`config.mk`:
```
export PLATFORM = sky130hd
export DESIGN_NAME = regfile_wb_arbiter_flat
export DESIGN_NICKNAME = d
export VERILOG_FILES = /design/src/rtl/regfile_wb_arbiter_if.sv /design/src/rtl/regfile_wb_arbiter.sv /design/src/flat_wrapper.sv
export SDC_FILE = /design/constraint.sdc
export NUM_CORES = 1
export LEC_CHECK = 0
export CAP_MARGIN = 20
export CELL_PAD_IN_SITES_DETAIL_PLACEMENT = 1
export CELL_PAD_IN_SITES_GLOBAL_PLACEMENT = 2
export CORE_MARGIN = 2
export CORE_UTILIZATION = 24
export CTS_CLUSTER_DIAMETER = 80
export CTS_CLUSTER_SIZE = 40
export DETAILED_ROUTE_END_ITERATION = 7
export PLACE_DENSITY_LB_ADDON = 0.05
export SYNTH_ARGS = -nofsm -noshare
export SYNTH_HDL_FRONTEND = slang
export SYNTH_SLANG_ARGS = --single-unit
```
`constraint.sdc`:
```
create_clock -name r_clk -period 2.81 [get_ports r_clk]
set_input_delay 0.4215 -clock r_clk [delete_from_list [all_inputs] [get_ports r_clk]]
set_output_delay 0.4215 -clock r_clk [all_outputs]
set_load 0.1 [all_outputs]
```
`src/rtl/regfile_wb_arbiter_if.sv`:
```
// rtl/regfile_wb_arbiter_if.sv - writeback request, claim, query and register-file write bundle
interface regfile_wb_arbiter_if #(
  parameter int NUM_REQ = 3
);
  logic [NUM_REQ-1:0]    req_valid;
  logic [5*NUM_REQ-1:0]  req_reg;
  logic [32*NUM_REQ-1:0] req_data;
  logic [NUM_REQ-1:0]    req_ready;
  logic                  claim_valid;
  logic [4:0]            claim_reg;
  logic                  claim_stall;
  logic [4:0]            query_reg1;
  logic [4:0]            query_reg2;
  logic                  busy1;
  logic                  busy2;
  logic                  write_control;
  logic [4:0]            write_reg;
  logic [31:0]           write_data;
  logic [31:0]           pending_regs;

  modport master (
    output req_valid, req_reg, req_data, claim_valid, claim_reg, query_reg1, query_reg2,
    input  req_ready, claim_stall, busy1, busy2, write_control, write_reg, write_data,
           pending_regs
  );

  modport slave (
    input  req_valid, req_reg, req_data, claim_valid, claim_reg, query_reg1, query_reg2,
    output req_ready, claim_stall, busy1, busy2, write_control, write_reg, write_data,
           pending_regs
  );
endinterface

```
`src/rtl/regfile_wb_arbiter.sv`:
```
// rtl/regfile_wb_arbiter.sv - round-robin writeback arbiter with pending-write scoreboard
module regfile_wb_arbiter #(
  parameter int NUM_REQ = 3
) (
  input logic                 r_clk,
  input logic                 reset,
  input logic                 r_clk_enable,
  regfile_wb_arbiter_if.slave bus
);
  localparam int PTR_W = $clog2(NUM_REQ);

  logic [PTR_W-1:0] ptr_q, ptr_d;
  logic [31:0]      pending_q, pending_d;
  logic             write_control_q, write_control_d;
  logic [4:0]       write_reg_q, write_reg_d;
  logic [31:0]      write_data_q, write_data_d;

  logic [PTR_W-1:0]   hi_idx, lo_idx, grant_idx;
  logic               hi_found, grant_found;
  logic [NUM_REQ-1:0] ready;
  logic [4:0]         sel_reg;
  logic [31:0]        sel_data;
  logic               xfer;
  logic               claim_hit;
  logic               claim_accept;

  // Round-robin pick: lowest valid index at or above ptr, otherwise wrap to lowest valid.
  always_comb begin
    hi_idx   = '0;
    lo_idx   = '0;
    hi_found = 1'b0;
    for (int i = NUM_REQ - 1; i >= 0; i--) begin
      if (bus.req_valid[i]) begin
        lo_idx = PTR_W'(i);
        if (i >= int'(ptr_q)) begin
          hi_idx   = PTR_W'(i);
          hi_found = 1'b1;
        end
      end
    end
    grant_found = |bus.req_valid;
    grant_idx   = hi_found ? hi_idx : lo_idx;
  end

  // One-hot grant (suppressed while stalled) and mux of the granted requester's slices.
  always_comb begin
    ready    = '0;
    sel_reg  = '0;
    sel_data = '0;
    for (int i = 0; i < NUM_REQ; i++) begin
      if (r_clk_enable && grant_found && (grant_idx == PTR_W'(i))) begin
        ready[i] = 1'b1;
        sel_reg  = bus.req_reg[5*i +: 5];
        sel_data = bus.req_data[32*i +: 32];
      end
    end
  end

  assign xfer         = |(ready & bus.req_valid);
  assign claim_hit    = bus.claim_valid && (bus.claim_reg != 5'd0);
  assign claim_accept = claim_hit && !pending_q[bus.claim_reg];

  // Next state: pointer advance, output stage load, scoreboard clear-then-set so set wins.
  always_comb begin
    ptr_d           = ptr_q;
    pending_d       = pending_q;
    write_control_d = write_control_q;
    write_reg_d     = write_reg_q;
    write_data_d    = write_data_q;
    if (r_clk_enable) begin
      write_control_d = 1'b0;
      if (xfer) begin
        ptr_d = (grant_idx == PTR_W'(NUM_REQ - 1)) ? '0 : grant_idx + PTR_W'(1);
        if (sel_reg != 5'd0) begin
          write_control_d    = 1'b1;
          write_reg_d        = sel_reg;
          write_data_d       = sel_data;
          pending_d[sel_reg] = 1'b0;
        end
      end
      if (claim_accept) begin
        pending_d[bus.claim_reg] = 1'b1;
      end
    end
    pending_d[0] = 1'b0;
  end

  // State registers; reset discards in-flight writebacks and claims.
  always_ff @(posedge r_clk or posedge reset) begin
    if (reset) begin
      ptr_q           <= '0;
      pending_q       <= '0;
      write_control_q <= 1'b0;
      write_reg_q     <= '0;
      write_data_q    <= '0;
    end else begin
      ptr_q           <= ptr_d;
      pending_q       <= pending_d;
      write_control_q <= write_control_d;
      write_reg_q     <= write_reg_d;
      write_data_q    <= write_data_d;
    end
  end

  assign bus.req_ready     = ready;
  assign bus.claim_stall   = claim_hit && pending_q[bus.claim_reg];
  // A register just handed to the write port is still stale until the file commits it.
  assign bus.busy1         = (bus.query_reg1 != 5'd0) &&
                             (pending_q[bus.query_reg1] ||
                              (write_control_q && (write_reg_q == bus.query_reg1)));
  assign bus.busy2         = (bus.query_reg2 != 5'd0) &&
                             (pending_q[bus.query_reg2] ||
                              (write_control_q && (write_reg_q == bus.query_reg2)));
  assign bus.write_control = write_control_q;
  assign bus.write_reg     = write_reg_q;
  assign bus.write_data    = write_data_q;
  assign bus.pending_regs  = pending_q;
endmodule

```
`src/flat_wrapper.sv`:
```
// flat-port wrapper written by rule: the top's interface ports become plain ports
module regfile_wb_arbiter_flat 
#(
  parameter int NUM_REQ = 3
)
  (r_clk, reset, r_clk_enable, bus_req_valid, bus_req_reg, bus_req_data, bus_claim_valid, bus_claim_reg, bus_query_reg1, bus_query_reg2, bus_req_ready, bus_claim_stall, bus_busy1, bus_busy2, bus_write_control, bus_write_reg, bus_write_data, bus_pending_regs);
  regfile_wb_arbiter_if #(.NUM_REQ(NUM_REQ)) bus_i ();
  input logic r_clk;
  input logic reset;
  input logic r_clk_enable;
  input wire logic [$bits(bus_i.req_valid)-1:0] bus_req_valid;
  input wire logic [$bits(bus_i.req_reg)-1:0] bus_req_reg;
  input wire logic [$bits(bus_i.req_data)-1:0] bus_req_data;
  input wire logic [$bits(bus_i.claim_valid)-1:0] bus_claim_valid;
  input wire logic [$bits(bus_i.claim_reg)-1:0] bus_claim_reg;
  input wire logic [$bits(bus_i.query_reg1)-1:0] bus_query_reg1;
  input wire logic [$bits(bus_i.query_reg2)-1:0] bus_query_reg2;
  output wire logic [$bits(bus_i.req_ready)-1:0] bus_req_ready;
  output wire logic [$bits(bus_i.claim_stall)-1:0] bus_claim_stall;
  output wire logic [$bits(bus_i.busy1)-1:0] bus_busy1;
  output wire logic [$bits(bus_i.busy2)-1:0] bus_busy2;
  output wire logic [$bits(bus_i.write_control)-1:0] bus_write_control;
  output wire logic [$bits(bus_i.write_reg)-1:0] bus_write_reg;
  output wire logic [$bits(bus_i.write_data)-1:0] bus_write_data;
  output wire logic [$bits(bus_i.pending_regs)-1:0] bus_pending_regs;
  assign bus_i.req_valid = bus_req_valid;
  assign bus_i.req_reg = bus_req_reg;
  assign bus_i.req_data = bus_req_data;
  assign bus_i.claim_valid = bus_claim_valid;
  assign bus_i.claim_reg = bus_claim_reg;
  assign bus_i.query_reg1 = bus_query_reg1;
  assign bus_i.query_reg2 = bus_query_reg2;
  assign bus_req_ready = bus_i.req_ready;
  assign bus_claim_stall = bus_i.claim_stall;
  assign bus_busy1 = bus_i.busy1;
  assign bus_busy2 = bus_i.busy2;
  assign bus_write_control = bus_i.write_control;
  assign bus_write_reg = bus_i.write_reg;
  assign bus_write_data = bus_i.write_data;
  assign bus_pending_regs = bus_i.pending_regs;
  regfile_wb_arbiter #(.NUM_REQ(NUM_REQ)) u_core (.r_clk(r_clk), .reset(reset), .r_clk_enable(r_clk_enable), .bus(bus_i));
endmodule
```
==> results by group, run 1 <==
Run status
  – Status: finished, final reports clean

Drt
  – Routed length per placed instance: 21.0 um
  – DR WL met3: 1.76 mm
  – Post-Route M1 WL: 8.78 mm
  – Drt drc: 0
  – Iter 0 DRT Violations: 251
  – Routed via count: 5,106
  – Met2 wire length: 9.98 mm
  – TritonRoute pass-1 iters: 4
  – Routed Wire Length: 20.9 mm
  – Detail Route Antenna Nets: 0
  – Highest routed layer: met4
  – Vias per cell: 5.13

GRT
  – Vias in the first global route: 5,342
  – Gr usage total: 20.6%
  – Largest net degree at the start of global routing: 52
  – Grt ovf: 0
  – First-pass GRT wire length: 31.6 mm
  – Initial antenna violation count: 0

STA
  – RSZ-0062 raised after global routing: false
  – Fin. max-slew vios: 0
  – Minimum clock period: 2.74 ns
  – Actual slew at the worst max-slew pin: 0.716 ns
  – Layout Skew: 0.00770 ns
  – Hold Fails Final Rpt: 0
  – Final period utilization: 97.7%
  – Max-slew headroom: 52.2%
  – Endpoints failing setup: 0
  – Maximum clock rate: 364 MHz

Cells and area
  – Final core occ: 41.0%
  – Final instance area: 0.00770 mm^2
  – Area Growth Syn to Fin: 67.6%
  – Non-filler instance count after layout: 995
  – Total Nets Final: 889
  – Layout cell share with drive strength beyond 1: 27.9%
  – ANT cells: 0
  – Largest register FFs: 32
  – Fill count: 2,178

Clock tree
  – CTS tree: done
  – Hold Buf Count CTS: 0
  – Clock Latency Late Sink: 0.35 ns
  – CTS root buffer: clkbuf_16
  – Clk pin slew, worst setup/hold paths: 0.06 ns
  – TritonCTS buffer count: 9
  – Maximum buffer depth of the clock tree: 2
  – Clock Sinks: 71
  – Max H-tree Level: 3

Worst setup path
  – CP arrival: 2.32 ns
  – Crit-path cells: clkdlybuf4s15_1 > bufbuf_16 > mux4_2 > mux4_2 > o21ai_2 > o21ai_2 > buf_12
  – RR Startpoint: u_core.ptr_q[1]$_DFFE_PP0P_
  – Worst endpoint required time: 2.39 ns
  – Critical path class: primary input to output port
  – Worst path slowest cell: mux4_2
  – CP startpoint kind: primary input
  – Reg2reg setup slack: 0.17 ns
  – Critical Path End Type: output port
  – R2R Path End: u_core.bus.write_data[30]$_DFFE_PP0P_
  – Worst-path maximum fanout: 5
  – Max incr delay on CP: 0.48 ns
  – R2R depth: 10

Die
  – Chip Height: 142 um
  – IO Count: 209
  – Initial core utilization: 24.5%
  – Core area: 0.0188 mm^2
  – Die X-Extent: 142 um
  – Cell row count: 50
  – Die area: 0.0203 mm^2

Yosys
  – Cell area after synthesis: 0.00459 mm^2
  – Seq/Total Area, Yosys: 38.7%
  – Yosys Warn Count: 0
  – Mapped Nets: 645
  – Synthesis-stage register bit count: 71
  – Synthesized area per cell: 8.97 um^2
  – Yosys top cell area share: 38.7%
  – Cell accounting for the most synthesized area: dfrtp_1
  – Synth area leaders: dfrtp_1, mux4_2, o21ai_0
  – Synth Flop Type: dfrtp_1
  – Asr flop ratio synth: 100%
  – Cell count after synthesis: 512
  – Distinct cell type count after synthesis: 50
  – List of most frequent post-synthesis cells: o21ai_0, nand2_1, dfrtp_1
  – Post-synth EDFFs: 0
  – Most frequent cell after synthesis: o21ai_0

Placed design
  – Dpl cells: 972
  – Port Buf Inserts: 207
  – Placed Area: 0.00723 mm^2
  – HPWL after DPL: 16.1 mm
  – RD Place Congestion: 0.962

Power and ir drop
  – Power per standard cell area: 1020 mW/mm^2
  – Leak: 0.00328 uW
  – Worst ir drop on vdd: 0.535 mV
  – Final Power: 7880 uW

Hold path
  – HP Class: primary input to async pin

Flow run
  – Maximum capacitance violations: 0
-- cells by family after synthesis --
logic type | Yosys count | synth area share, %
AO/OA/AOI/OAI | 201 | 26.1
XOR/XNOR | 10 | 1.91
buffers and inverters | 43 | 4.01
flip-flops | 71 | 38.7
multiplexers | 30 | 13.7
other | 1 | 0.0817
AND/OR/NAND/NOR | 156 | 15.4
-- power by group --
| part | switching, uW | internal, uW | leakage, uW |
|---|---|---|---|
| Combinational | 3550 | 1290 | 0.00224 |
| Clock | 488 | 779 | 0.000152 |
| Sequential | 412 | 1360 | 0.000895 |
| Total | 4450 | 3420 | 0.00328 |
-- cell type report --
class | instances | area [um^2] | share of cell area [%]
clock buffers | 9 | 225 | 2.93
well taps | 234 | 293 | 3.80
flip-flops and latches | 71 | 1780 | 23.1
inverters | 10 | 37.5 | 0.488
multi-input cells | 398 | 2730 | 35.5
repair buffers | 266 | 2530 | 32.9
clock inverters | 7 | 97.6 | 1.27
-- worst max-delay path by stage --
| stage | depth (start not counted) | end | startpoint | slack, ns |
|---|---|---|---|---|
| floorplan | 6 | bus_busy1 | u_core.bus.pending_regs[2]$_DFFE_PP0P_ | -0.08 |
| global placement | 8 | bus_busy2 | bus_query_reg2[0] | -0.23 |
| detailed placement | 9 | u_core.bus.pending_regs[2]$_DFFE_PP0P_ | bus_claim_reg[0] | -0.23 |
| CTS | 8 | bus_busy2 | bus_query_reg2[1] | 0.01 |
| global route | 10 | u_core.bus.write_data[28]$_DFFE_PP0P_ | u_core.ptr_q[1]$_DFFE_PP0P_ | 0.009 |
| finish | 7 | bus_busy1 | bus_query_reg1[0] | 0.07 |
-- repair_timing --
action,CTS,global route
setup buffers,2,3
endpoints found under the setup margin,4,50
hold endpoints to repair,0,0
gates cloned,2,0
resized for setup,8,17
pin swaps,2,0
-- routing by layer --
metal  GRT usage (%)  vias up
met5               0        -
met4            5.78        0
met3            6.02       29
met2            33.1      187
met1            27.0     2518
li1                -     2372
-- cell usage in the layout (no fill, tap or decap), types with 3 or more instances in the layout --
cell type	netlist	routed
a22o_1	8	8
nor2_1	37	36
mux2_2	4	4
o21ai_0	117	110
buf_4	2	119
nor3_1	4	3
nand3b_1	3	3
nand2b_1	5	5
inv_1	10	9
and2_1	3	3
buf_12	0	12
clkbuf_16	0	9
o21ai_1	12	15
a22oi_1	6	6
or3_1	7	7
nand3_1	8	8
xor2_1	8	8
a21oi_1	26	24
o31ai_1	3	3
clkdlybuf4s50_1	0	127
mux4_2	26	26
a21oi_2	10	11
nand2_1	72	71
o21ai_2	0	3
dfrtp_1	71	70
-- through the flow --
| step | TNS (ns) | worst slack, ns | hold slack, ns |
|---|---|---|---|
| 6_report | 0 | 0.0656 | 0.507 |
| 3_5_place_dp | -8.25 | -0.235 | 0.506 |
| 4_1_cts | 0 | 0.0149 | 0.520 |
| 5_1_grt | 0 | 0.00926 | 0.548 |
| 2_1_floorplan | -0.0808 | -0.0808 | 0.549 |
| 3_3_place_gp | -6.38 | -0.234 | 0.500 |
-- critical path, delay by kind of cell --
kind,cells,cell delay (ns)
multiplexers,2,0.95
AO/OA/AOI/OAI,2,0.23
buffers and inverters,3,0.72
Power figures use the tool's default switching activity.
==> run 2, diff against run 1 <==
- ABC_CLOCK_PERIOD_IN_PS: not set -> 2810
==> results of run 2 <==
The final DEF is identical to that of run 1; final timing and power are the same.
